`config.mk`:
```
export PLATFORM = sky130hd
export DESIGN_NAME = fib_seq_ctrl_flat
export DESIGN_NICKNAME = d
export VERILOG_FILES = /design/src/rtl/fib_seq_ctrl_if.sv /design/src/rtl/fib_seq_ctrl.sv /design/src/flat_wrapper.sv
export SDC_FILE = /design/constraint.sdc
export NUM_CORES = 1
export LEC_CHECK = 0
export ABC_AREA = 1
export BUFFER_PORTS_ARGS = -buffer_cell sky130_fd_sc_hd__buf_2
export CAP_MARGIN = 40
export CORE_ASPECT_RATIO = 1.75
export CORE_MARGIN = 1
export CORE_UTILIZATION = 35
export CTS_CLUSTER_SIZE = 24
export DETAILED_ROUTE_END_ITERATION = 16
export PLACE_DENSITY = 0.63
export SYNTH_ARGS = -nofsm -noshare
export SYNTH_HDL_FRONTEND = slang
export SYNTH_SLANG_ARGS = --single-unit
export TNS_END_PERCENT = 50
```
`constraint.sdc`:
```
create_clock -name clk -period 2.05 [get_ports clk]
set_input_delay 0.205 -clock clk [delete_from_list [all_inputs] [get_ports clk]]
set_output_delay 0.205 -clock clk [all_outputs]
set_load 0.01 [all_outputs]
```
`src/rtl/fib_seq_ctrl_if.sv`:
```
// Handshake and register-file port bundle for the Fibonacci sequencer.
// slave = sequencer side, master = top-level / datapath side.
interface fib_seq_ctrl_if #(
    parameter int ADDR_W = 5,
    parameter int DATA_W = 8
);
    logic              start;
    logic [ADDR_W:0]   len;
    logic [DATA_W-1:0] f0;
    logic [DATA_W-1:0] f1;
    logic              alu_cout;
    logic [ADDR_W-1:0] ra1;
    logic [ADDR_W-1:0] ra2;
    logic [ADDR_W-1:0] wa;
    logic              we;
    logic              wd_sel;
    logic [DATA_W-1:0] init_data;
    logic              busy;
    logic              done;
    logic              ovf;

    modport slave (
        input  start, len, f0, f1, alu_cout,
        output ra1, ra2, wa, we, wd_sel, init_data,
        output busy, done, ovf
    );

    modport master (
        output start, len, f0, f1, alu_cout,
        input  ra1, ra2, wa, we, wd_sel, init_data,
        input  busy, done, ovf
    );
endinterface

```
`src/rtl/fib_seq_ctrl.sv`:
```
// Sequencer filling register-file entries 0..L-1 with a Fibonacci series.
// All outputs are registered alongside the state they belong to.
module fib_seq_ctrl #(
    parameter int ADDR_W = 5,
    parameter int DATA_W = 8
) (
    input  logic          clk,
    input  logic          rst_n,
    fib_seq_ctrl_if.slave bus
);
    typedef enum logic [2:0] {
        IDLE, S0, S1, RD, WR, DONE
    } state_t;

    localparam logic [ADDR_W:0] ONE    = {{ADDR_W{1'b0}}, 1'b1};
    localparam logic [ADDR_W:0] TWO    = {{(ADDR_W-1){1'b0}}, 2'b10};
    localparam logic [ADDR_W:0] MAXLEN = {1'b1, {ADDR_W{1'b0}}};

    state_t            r_state;
    logic [ADDR_W:0]   r_k;
    logic [ADDR_W:0]   r_len;
    logic [DATA_W-1:0] r_f1;
    logic [ADDR_W-1:0] r_ra1;
    logic [ADDR_W-1:0] r_ra2;
    logic [ADDR_W-1:0] r_wa;
    logic              r_we;
    logic              r_wd_sel;
    logic [DATA_W-1:0] r_init;
    logic              r_busy;
    logic              r_done;
    logic              r_ovf;

    logic [ADDR_W:0]   w_len_clamp;
    logic [ADDR_W:0]   w_k_m1;
    logic [ADDR_W:0]   w_k_p1;
    logic              w_last;

    always_comb begin
        w_len_clamp = bus.len;
        if (bus.len < TWO)
            w_len_clamp = TWO;
        else if (bus.len > MAXLEN)
            w_len_clamp = MAXLEN;
    end

    // k is one bit wider than an address so a full-depth run ends cleanly
    assign w_k_m1 = r_k - ONE;
    assign w_k_p1 = r_k + ONE;
    assign w_last = (r_k == r_len - ONE);

    always_ff @(posedge clk) begin
        if (!rst_n) begin
            r_state  <= IDLE;
            r_k      <= '0;
            r_len    <= '0;
            r_f1     <= '0;
            r_ra1    <= '0;
            r_ra2    <= '0;
            r_wa     <= '0;
            r_we     <= 1'b0;
            r_wd_sel <= 1'b0;
            r_init   <= '0;
            r_busy   <= 1'b0;
            r_done   <= 1'b0;
            r_ovf    <= 1'b0;
        end else begin
            unique case (r_state)
                IDLE: begin
                    r_done <= 1'b0;
                    if (bus.start) begin
                        r_state  <= S0;
                        r_len    <= w_len_clamp;
                        r_f1     <= bus.f1;
                        r_ovf    <= 1'b0;
                        r_busy   <= 1'b1;
                        r_we     <= 1'b1;
                        r_wd_sel <= 1'b0;
                        r_wa     <= '0;
                        r_init   <= bus.f0;
                    end
                end
                S0: begin
                    r_state <= S1;
                    r_wa    <= ONE[ADDR_W-1:0];
                    r_init  <= r_f1;
                end
                S1: begin
                    r_k    <= TWO;
                    r_init <= '0;
                    if (r_len == TWO) begin
                        r_state <= DONE;
                        r_busy  <= 1'b0;
                        r_done  <= 1'b1;
                        r_we    <= 1'b0;
                        r_wa    <= '0;
                    end else begin
                        r_state  <= RD;
                        r_we     <= 1'b0;
                        r_wd_sel <= 1'b1;
                        r_ra1    <= '0;
                        r_ra2    <= ONE[ADDR_W-1:0];
                        r_wa     <= TWO[ADDR_W-1:0];
                    end
                end
                RD: begin
                    r_state <= WR;
                    r_we    <= 1'b1;
                end
                WR: begin
                    if (bus.alu_cout)
                        r_ovf <= 1'b1;
                    r_we <= 1'b0;
                    if (w_last) begin
                        r_state  <= DONE;
                        r_busy   <= 1'b0;
                        r_done   <= 1'b1;
                        r_wd_sel <= 1'b0;
                        r_ra1    <= '0;
                        r_ra2    <= '0;
                        r_wa     <= '0;
                    end else begin
                        r_state <= RD;
                        r_k     <= w_k_p1;
                        r_ra1   <= w_k_m1[ADDR_W-1:0];
                        r_ra2   <= r_k[ADDR_W-1:0];
                        r_wa    <= w_k_p1[ADDR_W-1:0];
                    end
                end
                DONE: begin
                    r_state <= IDLE;
                    r_done  <= 1'b0;
                end
                default: begin
                    r_state <= IDLE;
                    r_busy  <= 1'b0;
                    r_done  <= 1'b0;
                    r_we    <= 1'b0;
                end
            endcase
        end
    end

    assign bus.ra1       = r_ra1;
    assign bus.ra2       = r_ra2;
    assign bus.wa        = r_wa;
    assign bus.we        = r_we;
    assign bus.wd_sel    = r_wd_sel;
    assign bus.init_data = r_init;
    assign bus.busy      = r_busy;
    assign bus.done      = r_done;
    assign bus.ovf       = r_ovf;
endmodule

```
`src/flat_wrapper.sv`:
```
// flat-port wrapper written by rule: the top's interface ports become plain ports
module fib_seq_ctrl_flat 
#(
    parameter int ADDR_W = 5,
    parameter int DATA_W = 8
)
  (clk, rst_n, bus_start, bus_len, bus_f0, bus_f1, bus_alu_cout, bus_ra1, bus_ra2, bus_wa, bus_we, bus_wd_sel, bus_init_data, bus_busy, bus_done, bus_ovf);
  fib_seq_ctrl_if #(.ADDR_W(ADDR_W), .DATA_W(DATA_W)) bus_i ();
  input  logic clk;
  input  logic rst_n;
  input wire logic [$bits(bus_i.start)-1:0] bus_start;
  input wire logic [$bits(bus_i.len)-1:0] bus_len;
  input wire logic [$bits(bus_i.f0)-1:0] bus_f0;
  input wire logic [$bits(bus_i.f1)-1:0] bus_f1;
  input wire logic [$bits(bus_i.alu_cout)-1:0] bus_alu_cout;
  output wire logic [$bits(bus_i.ra1)-1:0] bus_ra1;
  output wire logic [$bits(bus_i.ra2)-1:0] bus_ra2;
  output wire logic [$bits(bus_i.wa)-1:0] bus_wa;
  output wire logic [$bits(bus_i.we)-1:0] bus_we;
  output wire logic [$bits(bus_i.wd_sel)-1:0] bus_wd_sel;
  output wire logic [$bits(bus_i.init_data)-1:0] bus_init_data;
  output wire logic [$bits(bus_i.busy)-1:0] bus_busy;
  output wire logic [$bits(bus_i.done)-1:0] bus_done;
  output wire logic [$bits(bus_i.ovf)-1:0] bus_ovf;
  assign bus_i.start = bus_start;
  assign bus_i.len = bus_len;
  assign bus_i.f0 = bus_f0;
  assign bus_i.f1 = bus_f1;
  assign bus_i.alu_cout = bus_alu_cout;
  assign bus_ra1 = bus_i.ra1;
  assign bus_ra2 = bus_i.ra2;
  assign bus_wa = bus_i.wa;
  assign bus_we = bus_i.we;
  assign bus_wd_sel = bus_i.wd_sel;
  assign bus_init_data = bus_i.init_data;
  assign bus_busy = bus_i.busy;
  assign bus_done = bus_i.done;
  assign bus_ovf = bus_i.ovf;
  fib_seq_ctrl #(.ADDR_W(ADDR_W), .DATA_W(DATA_W)) u_core (.clk(clk), .rst_n(rst_n), .bus(bus_i));
endmodule
```
==> flow_summary.json <==
{
  "critical-path-top-delay-family": "simple AND/OR/NAND/NOR gates",
  "ff2ff_path_depth": 15,
  "grt_pass1_wl_um": 10200,
  "leakagePower_nw": 1.340,
  "synthCells": 333,
  "worst_pin_slew_ns": 0.3400,
  "endpoint_kind": "flip-flop",
  "antenna_cells": 0,
  "die_height_um": 112.0,
  "pwr_density_cell_nw_per_um2": 920.0,
  "reg2reg_slack_ns": 0.23,
  "io_buffers": 53,
  "cp_common_cell": "nand2_1",
  "gp_congestion": 0.8431,
  "drc": 0,
  "dpl_cell_area_um2": 2779,
  "tns_ns": 0,
  "ir_drop_mv": 0.8290,
  "cts-resized-gates": 0,
  "endpoint": "u_core.bus.wa[0]",
  "r2r-start": "u_core.r_len[0]",
  "postRouteAntennaNets": 0,
  "worstHoldPathType": "in -> reg",
  "insertion_delay_ns": 0.30,
  "core-area_um2": 6588,
  "post_cts_buffers": 0,
  "fin_crit_sh": 0.8896,
  "cts.sinks": 51,
  "crit_start": "u_core.r_len[0]",
  "grt_overflow": 0,
  "root_buffer": "clkbuf_16",
  "fin_area_um2": 2954,
  "synth_area_um2": 2419,
  "required_ns": 2.24,
  "ios": 54,
  "cts_tree": "done",
  "worst_hold_path.num_cells": 3,
  "drt-pass1-iter-count": 4,
  "cpMaxStageDelayCell": "dfxtp_1",
  "rsz0062_at_grt": "false",
  "wl_per_cell_um": 12.77,
  "outcome": "finished clean",
  "track_usage": 0.1846,
  "worst-path-stages": 15,
  "cts_buffers": 5,
  "avgSynthCellArea_um2": 7.263,
  "synth-edff-count": 0,
  "fin_cells": 474,
  "syn2layout_area_growth_pct": 22.14,
  "syn_nets": 363,
  "dp_cells": 466,
  "grt_pass1_vias": 2324,
  "async_reset_ff_frac": 0,
  "die_area_um2": 7260,
  "drive_gt1_frac": 0.2577,
  "drt_wl_total_um": 6054,
  "fin_crit_ns": 1.824,
  "fin_worst_skew_ns": 0.006044,
  "timing.rr.end": "u_core.bus.wa[0]",
  "power_mw": 2.718,
  "synth_area_leaders": "dfxtp_1 (42%), nand2_1 (12%), a21oi_1 (8.3%)",
  "synth_top_area_frac": 0.4221,
  "rows": 39,
  "antenna_found_initial": 0,
  "yosys_warnings": 0,
  "cp_data_arrival_time_ns": 2.02,
  "slew_viol_final": 0,
  "synth_ff_type": "dfxtp_1",
  "yosysSeqAreaShare": 0.4221,
  "htreeDepth": 2,
  "crit_chain": "inv_2 -> ha_1 -> inv_1 -> nand2_1 -> nand2_1 -> nor2_1 -> nand2_1 -> nor2_2 -> nand3_4 -> nand2_4 -> inv_4 -> nand2_2 -> nand3_1 -> nand2_1 -> inv_1",
  "finalHoldViolations": 0,
  "dp_hpwl_um": 4655,
  "ys_types": 34,
  "startpoint_type": "flip-flop",
  "setup_viol": 0,
  "vias_per_cell": 4.916,
  "fp.dieW_um": 64.84,
  "drtIter0Drc": 41,
  "path_class": "reg -> reg",
  "fmax_mhz": 548.3,
  "start_util": 0.3671,
  "crit_buf_inv": 4,
  "grt_max_degree": 28,
  "nets": 421,
  "cts_hold_buf": 0,
  "clk_pin_slew_ns": 0.07,
  "synth_area_leader_cell": "dfxtp_1",
  "ys_ff_latch": 51,
  "vias": 2330,
  "cpPeakStageDelay_ns": 0.34,
  "cp_max_fo": 13,
  "clockBufferDepth": 2,
  "maxSlewHeadroom": 0.7675,
  "cap_violations": 0
}
[final cells by class]
| class | count | area, um^2 |
|---|---|---|
| Multi-Input combinational cell | 239 | 1215 |
| Clock buffer | 6 | 138.9 |
| Tap cell | 82 | 102.6 |
| Sequential cell | 51 | 1022 |
| Fill cell | 712 | 3633 |
| Inverter | 36 | 137.6 |
| Timing Repair Buffer | 58 | 302.8 |
| Clock inverter | 2 | 35.03 |
[stage by stage]
step	utilization	setup slack (ns)	hold slack (ns)
finish	0.4484	0.2262	0.1280
global route	0.4484	0.0002656	0.1313
CTS	0.4482	0.1743	0.1249
detailed placement	0.4218	0.1935	0.4340
floorplan	-	0.3145	0.3399
global placement	0.4218	0.2445	0.4275
[synthesized netlist by cell type, drive strengths merged (2+ instances only)]
cell type,number
nand3,26
nand2,82
xor2,3
a21oi,45
clkbuf,3
nor2,45
dfxtp,51
o21ai,24
buf,4
ha,4
inv,34
clkinv,2
[how the worst min path moves through the flow]
stage / startpoint / to / slack, ns
floorplan: bus_f1[0] / u_core.r_f1[0] / 0.34
global placement: bus_f1[5] / u_core.r_f1[5] / 0.43
detailed placement: bus_f1[5] / u_core.r_f1[5] / 0.43
CTS: bus_f1[5] / u_core.r_f1[5] / 0.12
global route: bus_f1[7] / u_core.r_f1[7] / 0.13
finish: bus_f1[5] / u_core.r_f1[5] / 0.13
[placed cells by master, fill, tap and decap left out, types with 2 or more instances in the layout]
master | Yosys | routed
inv_1 | 24 | 23
ha_1 | 4 | 4
o21ai_4 | 2 | 2
nor2_4 | 2 | 2
buf_2 | 2 | 53
inv_2 | 9 | 10
nand3_1 | 23 | 23
a21oi_1 | 40 | 40
o21ai_0 | 22 | 22
nor2_2 | 5 | 5
buf_4 | 0 | 5
nand3_4 | 2 | 2
nand2_1 | 77 | 77
dfxtp_1 | 51 | 50
nand2_2 | 4 | 4
clkbuf_16 | 0 | 5
nor2_1 | 38 | 38
clkinv_1 | 2 | 2
xor2_1 | 3 | 3
a21oi_2 | 5 | 5
[flip-flops by register name, indices dropped and copies added (netlist names), 3 cells and up]
register / count
u_core.bus.wa: 5
u_core.r_k: 6
u_core.bus.ra2: 5
u_core.r_f1: 8
u_core.bus.ra1: 5
u_core.r_state: 3
u_core.bus.init_data: 8
u_core.r_len: 6
[routing by layer]
layer,GRT usage,up-vias,share of wire
li1,-,1193,-
met1,0.1805,1074,0.38
met2,0.3375,47,0.54
met3,0.03996,16,0.032
met4,0.1141,0,0.046
met5,0,-,0
[tightest hold or removal path, cell delays in order]
cell,delay [ns]
buf_2,0.07
nor2_1,0.03
nor2_1,0.08
[cells by family after synthesis]
family,synth area share
compound gates,0.1780
simple gates,0.2928
fa+ha+maj,0.02069
flops,0.4221
buf+inv,0.07553
xor+xnor,0.01087
[power breakdown]
| part | leakage, nW | internal (mW) | switching [mW] |
|---|---|---|---|
| clock | 0.0868 | 0.607 | 0.370 |
| combinational | 0.835 | 0.210 | 0.383 |
| sequential | 0.418 | 1.09 | 0.0587 |
| total | 1.34 | 1.91 | 0.812 |
Note: power is estimated with default switching activity, not from simulation.
